[config.mk]
export PLATFORM = sky130hd
export DESIGN_NAME = ps2_host_tx
export DESIGN_NICKNAME = d
export VERILOG_FILES = /design/src/rtl/ps2_host_tx.sv
export SDC_FILE = /design/constraint.sdc
export NUM_CORES = 1
export LEC_CHECK = 0
export CORE_MARGIN = 3
export CORE_UTILIZATION = 45
export DETAILED_ROUTE_END_ITERATION = 12
export PLACE_DENSITY_LB_ADDON = 0.25
export SYNTH_ARGS = -nofsm -noshare
export SYNTH_HDL_FRONTEND = slang
export SYNTH_SLANG_ARGS = --single-unit
[constraint.sdc]
create_clock -name i_clk -period 2.35 [get_ports i_clk]
set_input_delay 0.47 -clock i_clk [delete_from_list [all_inputs] [get_ports i_clk]]
set_output_delay 0.47 -clock i_clk [all_outputs]
set_load 0.01 [all_outputs]
[src/rtl/ps2_host_tx.sv]
// PS/2 host-to-device transmitter: inhibits the bus, issues a request-to-send and
// shifts one command byte out on device-generated clock edges, open-drain style.
//
// state      | meaning
// IDLE       | ready for a byte, both lines released
// INHIBIT    | CLK pulled low for INHIBIT_CYCLES
// START      | start bit (DAT low) presented, waiting for first device clock
// DATA       | data and parity bits, changed on each falling clock
// ACK        | stop bit released, waiting for the device ACK on fall 11
// WAIT_IDLE  | ACK seen, waiting for both lines to return high
module ps2_host_tx #(
    parameter int INHIBIT_CYCLES = 3000,
    parameter int FILTER_CYCLES  = 8,
    parameter int TIMEOUT_CYCLES = 400000
) (
    input  logic       i_clk,
    input  logic       i_rst_n,
    input  logic       i_valid,
    input  logic [7:0] i_data,
    output logic       o_ready,
    output logic       o_busy,
    output logic       o_done,
    output logic       o_err,
    output logic [1:0] o_err_code,
    input  logic       i_ps2_clk,
    input  logic       i_ps2_dat,
    output logic       o_ps2_clk_oe,
    output logic       o_ps2_dat_oe
);
    localparam int INH_W = $clog2(INHIBIT_CYCLES + 1);
    localparam int FLT_W = $clog2(FILTER_CYCLES + 1);
    localparam int TO_W  = $clog2(TIMEOUT_CYCLES + 1);

    typedef enum logic [2:0] {
        S_IDLE, S_INHIBIT, S_START, S_DATA, S_ACK, S_WAIT_IDLE
    } state_t;

    state_t           r_state;
    logic             r_clk_s1, r_clk_s2, r_dat_s1, r_dat_s2;
    logic             r_filt_clk, r_fall;
    logic [FLT_W-1:0] r_filt_cnt;
    logic [INH_W-1:0] r_inh_cnt;
    logic [TO_W-1:0]  r_to_cnt;
    logic [7:0]       r_data;
    logic             r_parity;
    logic [3:0]       r_bit_cnt;
    logic             r_ready, r_busy, r_done, r_err, r_clk_oe, r_dat_oe;
    logic [1:0]       r_err_code;

    always_ff @(posedge i_clk or negedge i_rst_n) begin
        if (!i_rst_n) begin
            r_clk_s1   <= 1'b1;
            r_clk_s2   <= 1'b1;
            r_dat_s1   <= 1'b1;
            r_dat_s2   <= 1'b1;
            r_filt_clk <= 1'b1;
            r_filt_cnt <= '0;
            r_fall     <= 1'b0;
        end else begin
            r_clk_s1 <= i_ps2_clk;
            r_clk_s2 <= r_clk_s1;
            r_dat_s1 <= i_ps2_dat;
            r_dat_s2 <= r_dat_s1;
            r_fall   <= 1'b0;
            // any sample agreeing with the filtered level restarts the run
            if (r_clk_s2 == r_filt_clk) begin
                r_filt_cnt <= '0;
            end else if (r_filt_cnt == FLT_W'(FILTER_CYCLES - 1)) begin
                r_filt_clk <= r_clk_s2;
                r_filt_cnt <= '0;
                r_fall     <= r_filt_clk;
            end else begin
                r_filt_cnt <= r_filt_cnt + 1'b1;
            end
        end
    end

    always_ff @(posedge i_clk or negedge i_rst_n) begin
        if (!i_rst_n) begin
            r_state    <= S_IDLE;
            r_ready    <= 1'b1;
            r_busy     <= 1'b0;
            r_done     <= 1'b0;
            r_err      <= 1'b0;
            r_err_code <= 2'b00;
            r_clk_oe   <= 1'b0;
            r_dat_oe   <= 1'b0;
            r_data     <= '0;
            r_parity   <= 1'b0;
            r_bit_cnt  <= '0;
            r_inh_cnt  <= '0;
            r_to_cnt   <= '0;
        end else begin
            r_done <= 1'b0;
            r_err  <= 1'b0;
            case (r_state)
                S_IDLE: begin
                    if (i_valid) begin
                        r_data     <= i_data;
                        r_parity   <= ~^i_data;
                        r_err_code <= 2'b00;
                        r_bit_cnt  <= '0;
                        r_inh_cnt  <= INH_W'(INHIBIT_CYCLES - 1);
                        r_clk_oe   <= 1'b1;
                        r_ready    <= 1'b0;
                        r_busy     <= 1'b1;
                        r_state    <= S_INHIBIT;
                    end
                end
                S_INHIBIT: begin
                    if (r_inh_cnt == '0) begin
                        r_clk_oe <= 1'b0;
                        r_dat_oe <= 1'b1;
                        r_to_cnt <= TO_W'(TIMEOUT_CYCLES - 1);
                        r_state  <= S_START;
                    end else begin
                        r_inh_cnt <= r_inh_cnt - 1'b1;
                    end
                end
                S_START, S_DATA, S_ACK, S_WAIT_IDLE: begin
                    // timeout wins over a coincident clock fall
                    if (r_to_cnt == '0) begin
                        r_clk_oe   <= 1'b0;
                        r_dat_oe   <= 1'b0;
                        r_err      <= 1'b1;
                        r_err_code <= 2'b01;
                        r_ready    <= 1'b1;
                        r_busy     <= 1'b0;
                        r_state    <= S_IDLE;
                    end else begin
                        r_to_cnt <= r_to_cnt - 1'b1;
                        case (r_state)
                            S_START: begin
                                if (r_fall) begin
                                    r_bit_cnt <= 4'd1;
                                    r_dat_oe  <= ~r_data[0];
                                    r_state   <= S_DATA;
                                end
                            end
                            S_DATA: begin
                                if (r_fall) begin
                                    r_bit_cnt <= r_bit_cnt + 1'b1;
                                    if (r_bit_cnt < 4'd8) begin
                                        r_dat_oe <= ~r_data[r_bit_cnt[2:0]];
                                    end else if (r_bit_cnt == 4'd8) begin
                                        r_dat_oe <= ~r_parity;
                                    end else begin
                                        r_dat_oe <= 1'b0;
                                        r_state  <= S_ACK;
                                    end
                                end
                            end
                            S_ACK: begin
                                if (r_fall) begin
                                    if (!r_dat_s2) begin
                                        r_state <= S_WAIT_IDLE;
                                    end else begin
                                        r_err      <= 1'b1;
                                        r_err_code <= 2'b10;
                                        r_ready    <= 1'b1;
                                        r_busy     <= 1'b0;
                                        r_state    <= S_IDLE;
                                    end
                                end
                            end
                            S_WAIT_IDLE: begin
                                if (r_clk_s2 && r_dat_s2) begin
                                    r_done  <= 1'b1;
                                    r_ready <= 1'b1;
                                    r_busy  <= 1'b0;
                                    r_state <= S_IDLE;
                                end
                            end
                            default: ;
                        endcase
                    end
                end
                default: begin
                    r_clk_oe <= 1'b0;
                    r_dat_oe <= 1'b0;
                    r_ready  <= 1'b1;
                    r_busy   <= 1'b0;
                    r_state  <= S_IDLE;
                end
            endcase
        end
    end

    assign o_ready      = r_ready;
    assign o_busy       = r_busy;
    assign o_done       = r_done;
    assign o_err        = r_err;
    assign o_err_code   = r_err_code;
    assign o_ps2_clk_oe = r_clk_oe;
    assign o_ps2_dat_oe = r_dat_oe;
endmodule

==> results.json, run 1 <==
{
  "grt_pass1_vias": 2804,
  "clk_pin_slew_worst_paths_ps": 80,
  "ys_types": 57,
  "final.setup_skew_ps": 9.941,
  "grt.total_usage_pct": 19.25,
  "diodes": 0,
  "worst-path-buf-inv": 0,
  "hold_viol": 0,
  "final_cell_mix": "59 x dfrtp_1, 55 x nand2_1, 24 x nor2_1, 19 x o21ai_0, 19 x clkdlybuf4s50_1",
  "final_area_sq_mm": 0.004066,
  "avgSynthCellArea_sq_um": 9.584,
  "netlist_area_sq_mm": 0.003470,
  "ys.warnings.count": 0,
  "start_util_pct": 47.08,
  "synth_area_leaders": "dfrtp_1 43%, nand2_1 6.0%, dfstp_2 4.5%, o21ai_0 2.7%, nor2_1 2.6%",
  "vias_per_cell": 5.651,
  "wire_per_inst_microns": 15.28,
  "die_y_microns": 93.81,
  "cts_max_path_buffers": 2,
  "status": "finished, final reports clean",
  "finalMaxSlewViolations": 0,
  "critPathMaxFanout": 15,
  "rsz0062_at_grt": "no",
  "finalWeightedCongestion": 0.8021,
  "firstDrtPassIters": 4,
  "core.rowCount": 31,
  "crit_start": "r_state[2]$_DFFE_PN0P_",
  "critPathKind": "register to register",
  "grt_pass1_wl_mm": 13.34,
  "met2_usage_pct": 28.92,
  "synth_edf_count": 0,
  "maxCapViolCount": 0,
  "grtUsageMet3_pct": 5.288,
  "pin_count": 21,
  "cts_buffers": 9,
  "cp-start-kind": "register",
  "placed_area_sq_mm": 0.003870,
  "portBuffers": 20,
  "area_growth_pct": 17.20,
  "slowest_delay_ps": 540,
  "synth_top_area_share_pct": 42.55,
  "end_kind": "register",
  "cts_resized": 0,
  "grt_max_degree": 27,
  "swShare_pct": 28.52,
  "power.internal_mw": 2.027,
  "fin_hold_ws_ps": 148.8,
  "period_needed_ps": 2160,
  "total_power_mw": 2.835,
  "final_common_cell": "dfrtp_1",
  "ctsHoldBuffers": 0,
  "seq_power_share_pct": 49.8,
  "grt_overflow": 0,
  "dieArea_sq_mm": 0.008799,
  "coreArea_sq_mm": 0.007370,
  "ys.flop_type": "dfrtp_1",
  "top_usage_layer": "met2",
  "post-route-period-util_pct": 91.92,
  "ys_seq_area_share_pct": 47.10,
  "met1_usage_pct": 27.12,
  "fin_setup_tns_ps": 0,
  "clkPwrFrac_pct": 33.4,
  "worst_slew_pin_slew_ps": 658.2,
  "clkLatencyLatePin_ps": 350,
  "dpl.hpwl_mm": 5.558,
  "h-tree-depth": 3,
  "arrival_ps": 2440,
  "rr_endpoint": "r_inh_cnt[10]$_DFFE_PN0P_",
  "synth-seq-cells": 65,
  "path_common_cell": "a21oi_1",
  "die_w_microns": 93.81,
  "cts.sinks": 65,
  "syn-num-nets": 381,
  "p_comb_share_pct": 16.8,
  "cpMaxStageDelayCell": "dfrtp_1",
  "p_switching_mw": 0.8088,
  "synthCells": 362,
  "cp_cell_sequence": "or2_1 -> nor2_2 -> a21oi_1 -> or4_1 -> a21oi_1",
  "r2r_slack_ps": 190,
  "yosysTopAreaCell": "dfrtp_1",
  "r2r_cells": 5,
  "p_leak_nw": 1.797,
  "cts_tree": "built",
  "drive_above_1_share_pct": 14.64,
  "drc_errors": 0,
  "drt_wl_total_mm": 7.670,
  "p_per_area_mw_per_mm2": 697.3,
  "slew-limit-headroom_pct": 56.12,
  "num_vias": 2837,
  "ant_nets": 0,
  "r2r-start": "r_state[2]$_DFFE_PN0P_",
  "async_flop_share_pct": 100.0,
  "fin_nets": 417,
  "max_freq_ghz": 0.4629,
  "crit_required_ps": 2630,
  "root_buffer": "clkbuf_8",
  "ir_drop_mv": 0.6338,
  "antenna_found_initial": 0,
  "path_delay_family": "simple AND/OR/NAND/NOR gates",
  "setup_viol": 0,
  "hold_class": "primary input to async pin",
  "drtIter0Drc": 184,
  "post_cts_buffers": 0
}
stage by stage:
| step | utilization [%] | cells | setup WS, ps |
|---|---|---|---|
| finish | 55.18 | 502 | 189.9 |
| global route | 55.18 | 502 | 5.039 |
| CTS | 55.18 | 502 | 214.0 |
| detailed placement | 52.51 | 486 | 156.7 |
| global placement | 52.51 | 486 | 172.5 |
| floorplan | - | 362 | 374.1 |
power by group through the flow:
stage                     clock network [mW]  logic (mW)  registers (mW)
final                                  0.947       0.476            1.41
after global routing                    1.02       0.548            1.44
after CTS                              0.973       0.484            1.41
after detailed placement                   0       0.478            1.43
after global placement                     0       0.467            1.42
after floorplan                            0       0.319            1.40
worst max-delay path by stage:
stage | cells after the start | endpoint | slack, ps
3_3_place_gp | 5 | r_bit_cnt[3]$_DFFE_PN0P_ | 170
6_report | 5 | r_inh_cnt[10]$_DFFE_PN0P_ | 190
3_5_place_dp | 5 | r_bit_cnt[3]$_DFFE_PN0P_ | 160
2_1_floorplan | 7 | o_ps2_dat_oe$_DFFE_PN0P_ | 370
4_1_cts | 5 | o_ps2_dat_oe$_DFFE_PN0P_ | 210
5_1_grt | 8 | r_inh_cnt[5]$_DFFE_PN0P_ | 5
area by class of cell:
type	instances	area, sq um
Clock inverter	5	55.05
Inverter	9	33.78
Fill cell	666	3303
Sequential cell	65	1634
Tap cell	99	123.9
Timing Repair Buffer	39	350.3
Multi-Input combinational cell	274	1728
Clock buffer	11	141.4
cells in the mapped netlist, drive strengths merged (8+ instances only):
cell and instances:
xnor2 10, a21oi 17, dfrtp 59, nor3 9, o21ai 22, nor2 26
nor4 8, inv 9, nand4 8, nand2 55, o31ai 8, and4 8
state kept, by name (all words and copies together) (netlist names):
| name | cells |
|---|---|
| r_bit_cnt | 4 |
| o_ps2_dat_oe | 1 |
| r_parity | 1 |
| r_to_cnt | 19 |
| o_err_code | 2 |
| o_ready | 1 |
| o_busy | 1 |
| r_inh_cnt | 12 |
| r_filt_cnt | 4 |
| o_done | 1 |
| r_state | 3 |
| r_clk_s2 | 1 |
| r_filt_clk | 1 |
| r_data | 8 |
| r_fall | 1 |
| o_ps2_clk_oe | 1 |
| r_clk_s1 | 1 |
| r_dat_s1 | 1 |
| r_dat_s2 | 1 |
| o_err | 1 |
cells by family (layout without fill, tap and decap cells):
kind of cell               count (synthesis)  after routing  share of synthesized area [%]
xor gates and xnor gates                  16             16                          4.039
AOI/OAI and AO/OA                         79             79                          15.15
buffers and inverters                     23             64                          3.101
adders and majority gates                  6              6                          2.164
muxes                                     10             10                          3.065
DFF                                       65             65                          47.10
and+or+nand+nor                          163            163                          25.39
routing by layer:
metal / vias up / part of all wire [%]
li1: 1387 / -
met1: 1372 / 49
met2: 59 / 45
met3: 19 / 4.5
met4: 0 / 1.8
met5: - / 0
Power figures use the tool's default switching activity.
==> run 2, diff against run 1 <==
--- a/config.mk
+++ b/config.mk
@@ -6,7 +6,7 @@
 export NUM_CORES = 1
 export LEC_CHECK = 0
 export CORE_MARGIN = 3
-export CORE_UTILIZATION = 45
+export CORE_UTILIZATION = 59
 export DETAILED_ROUTE_END_ITERATION = 12
 export PLACE_DENSITY_LB_ADDON = 0.25
 export SYNTH_ARGS = -nofsm -noshare
==> results.json, run 2 (synthesis gave the netlist of run 1 again) <==
{
  "setup_viol": 0,
  "die_y_microns": 82.69,
  "ctsHoldBuffers": 0,
  "p_leak_nw": 1.834,
  "worst_slew_pin_slew_ps": 474.6,
  "firstDrtPassIters": 5,
  "grt_pass1_vias": 2724,
  "top_layer": "met4",
  "period_needed_ps": 2161,
  "maxCapViolCount": 0,
  "finalWeightedCongestion": 0.8611,
  "clk_pin_slew_worst_paths_ps": 70,
  "post-route-util_pct": 72.98,
  "cts.sinks": 65,
  "status": "finished, final reports clean",
  "r2r_cells": 5,
  "final_common_cell": "dfrtp_1",
  "swShare_pct": 26.54,
  "start_util_pct": 61.87,
  "slew-limit-headroom_pct": 68.10,
  "clkLatencyLatePin_ps": 350,
  "crit_required_ps": 2580,
  "nFillCells": 430,
  "largest_reg_flops": 19,
  "final_area_sq_mm": 0.004093,
  "clkPwrFrac_pct": 38.1,
  "drt_wl_total_mm": 7.546,
  "fin_nets": 419,
  "placed_area_sq_mm": 0.003851,
  "portBuffers": 20,
  "post_cts_buffers": 0,
  "rsz0062_at_grt": "no",
  "final_cell_mix": "59 x dfrtp_1, 55 x nand2_1, 24 x nor2_1, 20 x buf_4",
  "drive_above_1_share_pct": 15.10,
  "max_freq_ghz": 0.4628,
  "postLayoutSetupSlackWorst_ps": 189.3,
  "num_vias": 2933,
  "ir_drop_mv": 0.6178,
  "coreArea_sq_mm": 0.005608,
  "drc_errors": 0,
  "pin_count": 21,
  "met3_length_microns": 374,
  "wl_met2_mm": 3.586,
  "power.internal_mw": 2.238,
  "vias_per_cell": 6.162,
  "p_comb_share_pct": 15.5,
  "multi_input_area_sq_mm": 0.001728,
  "h-tree-depth": 3,
  "hold_viol": 0,
  "dpl.hpwl_mm": 5.332,
  "grt.total_usage_pct": 24.18,
  "end_kind": "register",
  "fin_hold_ws_ps": 122.7,
  "finalMaxSlewViolations": 0,
  "hold_class": "primary input to async pin",
  "grt_pass1_wl_mm": 12.50,
  "antenna_found_initial": 0,
  "cts_tree": "built",
  "cts_resized": 0,
  "p_per_area_mw_per_mm2": 744.5,
  "place_ws_ps": 46.82,
  "register_area_sq_mm": 0.001634,
  "seq_power_share_pct": 46.4,
  "diodes": 0,
  "wire_per_inst_microns": 15.85,
  "wl_met1_mm": 3.474,
  "root_buffer": "clkbuf_8",
  "die_w_microns": 82.69,
  "grt_overflow": 0,
  "grt_max_degree": 66,
  "area_growth_pct": 17.96,
  "critPathMaxFanout": 7,
  "reg.largest.list": "r_to_cnt x19, r_inh_cnt x12, r_data x8",
  "fin_setup_tns_ps": 0,
  "final.setup_skew_ps": 10.60,
  "core.rowCount": 27,
  "p_switching_mw": 0.8086,
  "arrival_ps": 2390,
  "cts_max_path_buffers": 2,
  "post-route-period-util_pct": 91.94,
  "cp-start-kind": "register",
  "dieArea_sq_mm": 0.006837,
  "critPathKind": "register to register",
  "cts_buffers": 9,
  "ant_nets": 0,
  "drtIter0Drc": 273,
  "regMostFlops": "r_to_cnt"
}
[run 2: cell types whose count changed in the layout (fill, tap and decap cells not counted)]
cell / change
clkinv_4: +1
clkbuf_1: -1
bufinv_16: +2
clkinvlp_4: -2
buf_4: +2
clkinv_2: -1
[run 2: area by class of cell]
type	instances	area share [%]
repair buffers	41	8.927
multi-input cells	274	42.22
flip-flops and latches	65	39.93
clock buffers	10	3.363
well taps	72	2.201
inverters	9	0.8254
clock inverters	5	2.537
[run 2: worst max-delay path: stages (launching register included)]
cell     delay (ps)
dfrtp_1         440
nor4_2          500
nand4_2         350
o21ai_4         350
o31ai_1         120
mux2_2          270
[run 2: power groups by stage]
stage               logic [mW]  registers, mW  clock network, mW
finish                   0.473           1.41               1.16
global route             0.546           1.43               1.23
CTS                      0.481           1.41               1.18
detailed placement       0.476           1.43                  0
global placement         0.457           1.42                  0
floorplan                0.319           1.40                  0
[run 2: metrics by stage]
step	power, mW	cells
2_1_floorplan	1.722	362
3_3_place_gp	1.878	461
3_5_place_dp	1.907	461
4_1_cts	3.072	476
5_1_grt	3.205	476
6_report	3.047	476
[run 2: routing by layer]
metal | global-route usage (%) | vias up
li1 | - | 1397
met1 | 32.45 | 1433
met2 | 38.06 | 90
met3 | 6.941 | 13
met4 | 7.190 | 0
met5 | 0 | -
[run 2: path summary, 6_finish.rpt]
check | from | endpoint | slack (ps)
max in group asynchronous | i_rst_n | o_ready$_DFFE_PN1P_ | 1900
hold reg to reg | r_clk_s1$_DFF_PN1_ | r_clk_s2$_DFF_PN1_ | 360
setup reg to reg | r_to_cnt[8]$_DFFE_PN0P_ | o_ps2_dat_oe$_DFFE_PN0P_ | 190
min in group i_clk | r_clk_s1$_DFF_PN1_ | r_clk_s2$_DFF_PN1_ | 360
setup / recovery | r_to_cnt[8]$_DFFE_PN0P_ | o_ps2_dat_oe$_DFFE_PN0P_ | 190
hold / removal | i_rst_n | r_state[1]$_DFFE_PN0P_ | 120
==> run 3, diff against run 2 <==
--- a/config.mk
+++ b/config.mk
@@ -9,6 +9,7 @@
 export CORE_UTILIZATION = 59
 export DETAILED_ROUTE_END_ITERATION = 12
 export PLACE_DENSITY_LB_ADDON = 0.25
+export REMOVE_ABC_BUFFERS = 1
 export SYNTH_ARGS = -nofsm -noshare
 export SYNTH_HDL_FRONTEND = slang
 export SYNTH_SLANG_ARGS = --single-unit
==> results.json, run 3 (synthesis gave the netlist of run 1 again) <==
{
  "finalWeightedCongestion": 0.9300,
  "start_util_pct": 61.87,
  "area_growth_pct": 17.42,
  "core.rowCount": 27,
  "drtIter0Drc": 290,
  "grt_max_degree": 66,
  "wire_per_inst_microns": 16.46,
  "grt_overflow": 0,
  "ctsHoldBuffers": 0,
  "final.setup_skew_ps": 10.32,
  "maxCapViolCount": 0,
  "grt.total_usage_pct": 26.38,
  "finalMaxSlewViolations": 0,
  "diodes": 0,
  "critPathMaxFanout": 6,
  "grt_pass1_vias": 2849,
  "regMostFlops": "r_to_cnt",
  "nFillCells": 436,
  "cts.sinks": 65,
  "slew-limit-headroom_pct": 54.16,
  "p_comb_share_pct": 17.0,
  "cts_buffers": 9,
  "clk_pin_slew_worst_paths_ps": 70,
  "ant_nets": 0,
  "coreArea_sq_mm": 0.005608,
  "num_vias": 2923,
  "drive_above_1_share_pct": 15.44,
  "hold_viol": 0,
  "reg.largest.list": "r_to_cnt x19, r_inh_cnt x12, r_data x8",
  "setup_viol": 0,
  "end_kind": "register",
  "vias_per_cell": 6.090,
  "fin_nets": 422,
  "grt_pass1_wl_mm": 13.57,
  "clkPwrFrac_pct": 32.7,
  "worst_slew_pin_slew_ps": 682.4,
  "hold_class": "primary input to async pin",
  "ir_drop_mv": 0.7036,
  "fin_setup_tns_ps": 0,
  "antenna_found_initial": 0,
  "final_common_cell": "dfrtp_1",
  "r2r_slack_ps": 130,
  "grtUsageMet3_pct": 6.074,
  "firstDrtPassIters": 5,
  "p_leak_nw": 1.823,
  "rsz0062_at_grt": "no",
  "power.internal_mw": 2.028,
  "die_w_microns": 82.69,
  "root_buffer": "clkbuf_8",
  "final_cell_mix": "59 x dfrtp_1, 55 x nand2_1, 24 x nor2_1, 23 x buf_4",
  "crit_required_ps": 2580,
  "met2_usage_pct": 40.95,
  "dpl.hpwl_mm": 5.532,
  "pin_count": 21,
  "drc_errors": 0,
  "portBuffers": 20,
  "seq_power_share_pct": 50.3,
  "post-route-util_pct": 72.65,
  "p_switching_mw": 0.7860,
  "cts_tree": "built",
  "clkLatencyLatePin_ps": 350,
  "status": "finished, final reports clean",
  "die_y_microns": 82.69,
  "total_power_mw": 2.814,
  "cts_max_path_buffers": 2,
  "critPathKind": "register to register",
  "top_usage_layer": "met2",
  "met1_usage_pct": 35.87,
  "post-route-period-util_pct": 94.66,
  "drt_wl_total_mm": 7.903,
  "arrival_ps": 2460,
  "period_needed_ps": 2225,
  "swShare_pct": 27.93,
  "h-tree-depth": 3,
  "dieArea_sq_mm": 0.006837,
  "fin_hold_ws_ps": 124.1,
  "largest_reg_flops": 19,
  "p_per_area_mw_per_mm2": 690.8,
  "cp-start-kind": "register",
  "max_freq_ghz": 0.4495
}
==> run 3: cell count changes in the layout (fill, tap and decap cells not counted) <==
cell	before	now
clkbuf_1	0	3
clkinv_2	1	2
a21oi_4	0	1
buf_4	20	23
a21oi_1	17	16
clkinv_4	1	0
bufinv_16	3	1
==> run 3: cell type report <==
type,count,area (sq um),share of cell area (%)
Multi-Input combinational cell,274,1739,42.69
Inverter,9,33.78,0.8292
Tap cell,72,90.09,2.211
Clock buffer,13,148.9,3.655
Sequential cell,65,1634,40.11
Clock inverter,3,40.04,0.9828
Timing Repair Buffer,44,387.9,9.521
==> run 3: critical path, cell delays in order (launching register included) <==
cell and delay [ps]:
dfrtp_1 420, or3_4 420, or3_1 490, nor2_2 330
o22ai_1 140, a221o_1 300
==> run 3: layer usage <==
metal	part of all wire [%]	vias up
li1	-	1398
met1	45	1419
met2	48	92
met3	4.7	14
met4	1.5	0
met5	0	-
==> run 3: path summary, 6_finish.rpt <==
kind,from,endpoint,cells after the start
setup / recovery,r_to_cnt[14]$_DFFE_PN0P_,r_state[0]$_DFFE_PN0P_,5
hold / removal,i_rst_n,r_to_cnt[16]$_DFFE_PN0P_,2
setup reg to reg,r_to_cnt[14]$_DFFE_PN0P_,r_state[0]$_DFFE_PN0P_,5
hold reg to reg,r_dat_s1$_DFF_PN1_,r_dat_s2$_DFF_PN1_,0
max in group asynchronous,i_rst_n,r_dat_s1$_DFF_PN1_,2
min in group i_clk,r_dat_s1$_DFF_PN1_,r_dat_s2$_DFF_PN1_,0
==> run 3: through the flow <==
step / area (sq um) / worst slack (ps) / cells
after global placement: 3874 / 98.82 / 464
after detailed placement: 3874 / -143.6 / 464
after global routing: 4074 / 2.488 / 480
after CTS: 4066 / 151.4 / 480
after floorplan: 3396 / 157.5 / 348
final: 4074 / 125.4 / 480
==> run 3: timing repair <==
item / in CTS / in global routing
endpoints found under the setup margin: 1 / 1
gates cloned: 0 / 0
buffers inserted: 0 / 0
gates resized for setup: 1 / 1
==> run 3: power by group through the flow <==
stage,registers [mW],clock network (mW),logic [mW]
3_5_place_dp,1.43,0,0.478
3_3_place_gp,1.42,0,0.458
2_1_floorplan,1.41,0,0.314
4_1_cts,1.41,0.945,0.484
6_report,1.41,0.921,0.479
5_1_grt,1.44,0.995,0.553
